## src/rtl/enigma_pkg.sv

```systemverilog
// Shared rotor definitions: position range, position width and engine FSM states.
// Used by both the forward-stepping and the rewind engines.
package enigma_pkg;

  localparam int NUM_POS = 26;
  localparam int POS_W   = 6;

  typedef logic [POS_W-1:0] pos_t;

  typedef enum logic [0:0] {
    IDLE   = 1'b0,
    REWIND = 1'b1
  } eng_state_t;

  // Out-of-range load values fall back to position 0 so a rotor is never illegal.
  function automatic pos_t load_fix(input pos_t p, input int unsigned num_pos);
    if (32'(p) >= num_pos) begin
      return {POS_W{1'b0}};
    end else begin
      return p;
    end
  endfunction

endpackage

```

## src/rtl/rotor_dec.sv

```systemverilog
// One rotor of the reverse-step chain: decrement on borrow_in, wrap 0 -> NUM_POS-1
// and pass the borrow on to the next rotor.
module rotor_dec
  import enigma_pkg::*;
#(
  parameter int NUM_POS = enigma_pkg::NUM_POS
) (
  input  logic [POS_W-1:0] pos,
  input  logic             borrow_in,
  output logic [POS_W-1:0] pos_next,
  output logic             borrow_out
);

  logic at_zero;

  assign at_zero    = (pos == {POS_W{1'b0}});
  assign borrow_out = borrow_in & at_zero;

  // Next position for this rotor given the incoming borrow.
  always_comb begin
    pos_next = pos;
    if (!borrow_in) begin
      pos_next = pos;
    end else if (at_zero) begin
      pos_next = POS_W'(NUM_POS - 1);
    end else begin
      pos_next = pos - POS_W'(1);
    end
  end

endmodule

```

## src/rtl/rotor_rewind_engine.sv

```systemverilog
// Reverse-stepping rotor engine: one step per accepted character, or a bulk
// rewind of rewind_count steps at one step per cycle.
module rotor_rewind_engine
  import enigma_pkg::*;
#(
  parameter int NUM_POS = enigma_pkg::NUM_POS,
  parameter int CNT_W   = 10
) (
  input  logic             clk,
  input  logic             rst_n,
  input  logic             load_en,
  input  logic [5:0]       load_pos1,
  input  logic [5:0]       load_pos2,
  input  logic [5:0]       load_pos3,
  input  logic             in_valid,
  output logic             in_ready,
  input  logic [5:0]       char_in,
  output logic             out_valid,
  output logic [5:0]       char_out,
  output logic [5:0]       rotor1_pos,
  output logic [5:0]       rotor2_pos,
  output logic [5:0]       rotor3_pos,
  input  logic             rewind_start,
  input  logic [CNT_W-1:0] rewind_count,
  output logic             busy,
  output logic             done
);

  eng_state_t       state, state_next;
  logic [CNT_W-1:0] cnt, cnt_next;
  logic             do_step, do_load, accept, done_next;
  pos_t             r1_dec, r2_dec, r3_dec;
  logic             b1, b2, b3_unused;

  rotor_dec #(.NUM_POS(NUM_POS)) u_dec1 (
    .pos(rotor1_pos), .borrow_in(1'b1), .pos_next(r1_dec), .borrow_out(b1)
  );
  rotor_dec #(.NUM_POS(NUM_POS)) u_dec2 (
    .pos(rotor2_pos), .borrow_in(b1), .pos_next(r2_dec), .borrow_out(b2)
  );
  rotor_dec #(.NUM_POS(NUM_POS)) u_dec3 (
    .pos(rotor3_pos), .borrow_in(b2), .pos_next(r3_dec), .borrow_out(b3_unused)
  );

  assign in_ready = (state == IDLE);
  assign busy     = (state == REWIND);

  // FSM state register.
  always_ff @(posedge clk or negedge rst_n) begin
    if (!rst_n) begin
      state <= IDLE;
    end else begin
      state <= state_next;
    end
  end

  // Arbitration (load > rewind_start > in_valid) and next-state decode.
  always_comb begin
    state_next = state;
    cnt_next   = cnt;
    do_step    = 1'b0;
    do_load    = 1'b0;
    accept     = 1'b0;
    done_next  = 1'b0;
    if (load_en) begin
      do_load    = 1'b1;
      state_next = IDLE;
      cnt_next   = {CNT_W{1'b0}};
    end else begin
      case (state)
        IDLE: begin
          if (rewind_start) begin
            if (rewind_count == {CNT_W{1'b0}}) begin
              done_next = 1'b1;
            end else begin
              state_next = REWIND;
              cnt_next   = rewind_count;
            end
          end else if (in_valid) begin
            accept  = 1'b1;
            do_step = 1'b1;
          end else begin
            state_next = IDLE;
          end
        end
        REWIND: begin
          do_step = 1'b1;
          // A zero count here can only come from corruption; leave cleanly anyway.
          if (cnt <= CNT_W'(1)) begin
            state_next = IDLE;
            cnt_next   = {CNT_W{1'b0}};
            done_next  = 1'b1;
          end else begin
            state_next = REWIND;
            cnt_next   = cnt - CNT_W'(1);
          end
        end
        default: begin
          state_next = IDLE;
          cnt_next   = {CNT_W{1'b0}};
        end
      endcase
    end
  end

  // Datapath registers: rotor positions, counter and the output strobes.
  always_ff @(posedge clk or negedge rst_n) begin
    if (!rst_n) begin
      rotor1_pos <= 6'd0;
      rotor2_pos <= 6'd0;
      rotor3_pos <= 6'd0;
      char_out   <= 6'd0;
      out_valid  <= 1'b0;
      done       <= 1'b0;
      cnt        <= {CNT_W{1'b0}};
    end else begin
      cnt       <= cnt_next;
      done      <= done_next;
      out_valid <= accept;
      if (accept) begin
        char_out <= char_in;
      end else begin
        char_out <= char_out;
      end
      if (do_load) begin
        rotor1_pos <= load_fix(load_pos1, NUM_POS);
        rotor2_pos <= load_fix(load_pos2, NUM_POS);
        rotor3_pos <= load_fix(load_pos3, NUM_POS);
      end else if (do_step) begin
        rotor1_pos <= r1_dec;
        rotor2_pos <= r2_dec;
        rotor3_pos <= r3_dec;
      end else begin
        rotor1_pos <= rotor1_pos;
        rotor2_pos <= rotor2_pos;
        rotor3_pos <= rotor3_pos;
      end
    end
  end

endmodule

```

## config.mk

```make
export PLATFORM = sky130hd
export DESIGN_NAME = rotor_rewind_engine
export DESIGN_NICKNAME = d
export VERILOG_FILES = /design/src/rtl/enigma_pkg.sv /design/src/rtl/rotor_dec.sv /design/src/rtl/rotor_rewind_engine.sv
export SDC_FILE = /design/constraint.sdc
export NUM_CORES = 1
export LEC_CHECK = 0
export CORE_MARGIN = 5
export CORE_UTILIZATION = 35
export DETAILED_ROUTE_END_ITERATION = 10
export GPL_ROUTABILITY_DRIVEN = 0
export PLACE_DENSITY = 0.6
export SYNTH_ARGS = -nofsm -noshare
export SYNTH_HDL_FRONTEND = slang
export SYNTH_HIERARCHICAL = 1
export SYNTH_SLANG_ARGS = --single-unit
```

## constraint.sdc

```tcl
create_clock -name clk -period 5.3 [get_ports clk]
set_input_delay 1.325 -clock clk [delete_from_list [all_inputs] [get_ports clk]]
set_output_delay 1.325 -clock clk [all_outputs]
set_load 0.05 [all_outputs]
```

==> reports/results.tsv <==
stage	metric	value	unit
status	status	finished clean	
yosys	mux contribution to synthesized area	5.02	%
yosys	adder-cell share of the synthesized area	4.05	%
timing	Worst Skew	0.00444	ns
yosys	syn avg cell area	9.29	um^2
floorplanning	die height	94.0	um
detailed_routing	via count	2300	
yosys	Area contributors post-synth	dfrtp_1 (37%), a32oi_1 (6.0%), nor2_1 (5.2%), ha_1 (4.1%), xnor2_1 (3.5%)	
detailed_routing	drt wl/cell	14.6	um
cells_and_area	Non-Filler Instances	432	
timing	Fmax	286	MHz
timing	Tmin final	3.49	ns
cells_and_area	final net count	382	
worst_setup_path	crit path to	rotor2_pos[2]	
grt	Total GRT Usage	14.8	%
cells_and_area	share of cells above drive strength 1	10.7	%
yosys	Distinct cells, synth	46	
worst_setup_path	Worst Path Required	5.43	ns
worst_setup_path	WP buf/inv	1	
placement	I/O Buffers	66	
grt	largest net degree at the start of global routing	38	
floorplanning	io pins	67	
power_and_ir_drop	power density over the cells	357	nW/um^2
cts	# clock sinks	37	
detailed_routing	Antenna Nets Post-Route	0	
timing	Final Max Tran Viols	0	
cts	Post-CTS Resized	0	
timing	Final setup viols	0	
worst_setup_path	CP endpoint kind	register	
cts	TritonCTS buffer count	5	
worst_setup_path	cell mode on critical path	nor2_1	
worst_hold_path	hold crit path type	reg2reg	
yosys	Post-Synth Simple-Gate Area	27.4	%
floorplanning	CORE AREA	6830	um^2
placement	Post-Place Cells	424	
grt	vias in the first global route	2250	
yosys	Post-synth EDFFs	0	
detailed_routing	DR pass1 iterations	4	
detailed_routing	DR vias/cell	5.32	
timing	Rel. slew slack	31.4	%
worst_setup_path	Critical path origin	load_en	
grt	initial antenna violation count	0	
grt	met3 Use GR	4.09	%
floorplanning	die area	8840	um^2
yosys	top_reg_cell synth	dfrtp_1	
yosys	ys async rst share	100	%
worst_setup_path	Crit path arrival time	3.62	ns
floorplanning	Starting Density	36.2	%
timing	Final Hold Fails	0	
yosys	Yosys top cell by area	dfrtp_1	
grt	met1 Track Usage GR	19.5	%
grt	global-route wire length before repair	10600	um
cts	htree depth	2	
cts	CTS tree	yes	
worst_setup_path	r2r worst-path depth	12	
worst_setup_path	Crit path depth	5	
yosys	post-synthesis cell area	2470	um^2
worst_setup_path	critical path class	in2reg	
timing	RSZ-0062 raised after global routing	no	
worst_setup_path	Max stage delay cell, worst path	nand2_1	
yosys	Ys Warns	6	
yosys	post-synthesis cell count	266	
detailed_routing	drt drc	0	
worst_setup_path	CP top delay family	simple AND/OR/NAND/NOR gates	
timing	measured slew at the worst slew-check pin	1.03	ns
worst_setup_path	worst-path fanout max	33	
yosys	post-synth top area share	37.5	%
placement	dpl hpwl	4730	um
cts	maximum clock path buffer count	2	
cts	clock slew at reported path FFs	0.07	ns
worst_setup_path	Critical R2R Launch	rotor1_pos[2]	
worst_setup_path	Critical Path Source Type	primary input	
grt	Top Usage Layer GRT	met2	
grt	GRT overflow	0	
cells_and_area	Area growth syn-to-layout	35.5	%
worst_setup_path	Critical R2R Capture	rotor3_pos[1]	
yosys	sequential area share after synthesis	37.5	%
timing	Final Cycle Share	65.9	%
yosys	Synth top cells by count	dfrtp_1 (37), nor2_1 (34), nand2_1 (21), a21oi_1 (17), a32oi_1 (17)	
power_and_ir_drop	Leakage	0.00138	uW
power_and_ir_drop	maximum vdd drop	174	uV
yosys	xor and xnor fraction of the mapped netlist area	4.61	%
cts	CTS hold repair buffers	0	
worst_setup_path	Critical Path Max Stage Delay	0.78	ns
grt	met2 Usage GRT	23.1	%
timing	TNS Setup	0	ns
floorplanning	die width	94.0	um
cts	CTS Root Buffer Type	clkbuf_8	
yosys	largest family of logic cells by synthesized area	simple AND/OR/NAND/NOR gates	
cells_and_area	antenna cells	0	
floorplanning	row cnt	30	
detailed_routing	DR iter-0 viols	126	
cts	Clk Latency, worst-skew pair	0.29	ns
worst_setup_path	FF-to-FF setup slack	2.14	ns
cts	Setup Buffers After CTS	0	
yosys	Synth Area in Compound Gates	17.6	%
yosys	most common cell in the synthesized netlist	dfrtp_1	
yosys	Seq cells post-synth	37	
detailed_routing	DRT Wirelength	6320	um
flow_run	Max Cap Viol	0	
worst_setup_path	worst path cell trace	clkdlybuf4s50_1 -> nor2_1 -> nand2_1 -> nor2_1 -> a21oi_1	
## per-stage QoR
step                utilization [%]  setup WS (ns)  total power (uW)  area (um^2)  hold slack, ns
finish                         49.0           1.81              1200         3350           0.512
global route                   49.0           1.50              1270         3350           0.532
CTS                            49.0           1.83              1210         3350           0.514
detailed placement             47.3           1.54               947         3230           0.496
global placement               47.3           1.71               947         3230           0.492
floorplan                         -           2.47               771         2490           0.500
## cell families (layout without fill, tap and decap cells)
family                     count (synthesis)  in the layout
AOI/OAI and AO/OA                         59             59
xor gates and xnor gates                  13             13
buffers and inverters                     24             88
muxes                                     10             10
adders and majority gates                  8              8
and+or+nand+nor                          114            114
DFF                                       37             37
other                                      1              7
## per-layer routing
layer	vias to the layer above	part of all wire [%]	routed length [um]
met4	0	1.3	83
met3	11	7.5	474
met2	91	46	2930
li1	1113	-	-
met1	1085	45	2830
met5	-	0	0
## sequential cells by signal, summed over array words and instances (netlist names)
signal	count
out_valid	1
busy	1
char_out	6
cnt	10
done	1
rotor2_pos	6
rotor1_pos	6
rotor3_pos	6
## area by class of cell
cell class	count	area, um^2
Tap cell	96	120
Fill cell	661	3490
Clock inverter	1	30.0
Timing Repair Buffer	66	656
Inverter	14	52.6
Clock buffer	7	86.3
Sequential cell	37	926
Multi-Input combinational cell	211	1480
## how the worst min path moves through the flow
| stage | from | endpoint | depth (start not counted) |
|---|---|---|---|
| final | char_out[0] | char_out[0] | 1 |
| after global routing | char_out[4] | char_out[4] | 1 |
| after CTS | char_out[0] | char_out[0] | 1 |
| after detailed placement | char_out[0] | char_out[0] | 1 |
| after global placement | char_out[1] | char_out[1] | 1 |
| after floorplan | cnt[6] | cnt[6] | 2 |
## placed cells by master, fill, tap and decap left out, types with 4 or more instances in the layout
master | synthesis | final
a32oi_1 | 17 | 17
nor2_1 | 34 | 34
o211ai_1 | 5 | 5
nand3_1 | 14 | 14
dfrtp_1 | 37 | 37
xnor2_1 | 10 | 10
clkbuf_8 | 0 | 6
nor4b_1 | 4 | 4
a21oi_1 | 17 | 17
or3_1 | 4 | 4
nand2_1 | 21 | 21
conb_1 | 1 | 7
nor3_1 | 5 | 5
nand3b_1 | 4 | 4
mux2_2 | 7 | 7
ha_1 | 8 | 8
a211oi_1 | 4 | 4
inv_1 | 14 | 14
clkdlybuf4s50_1 | 0 | 65
## power breakdown
group          switching, uW  internal [uW]
clock                   99.3            153
combinational            318            213
sequential              76.9            335
total                    495            701
## worst register-to-register path, cell delays in order (launching register included)
cell and delay (ns):
dfrtp_1 0.48, nor4b_4 0.33, nand3b_1 0.20, inv_1 0.26, nor4b_4 0.29, nand3b_1 0.20
inv_1 0.30, nor4b_4 0.30, nand3b_1 0.20, inv_1 0.12, a211oi_1 0.06, a32oi_1 0.18
a21oi_1 0.09
No activity file was read; power rests on OpenSTA's default activity.
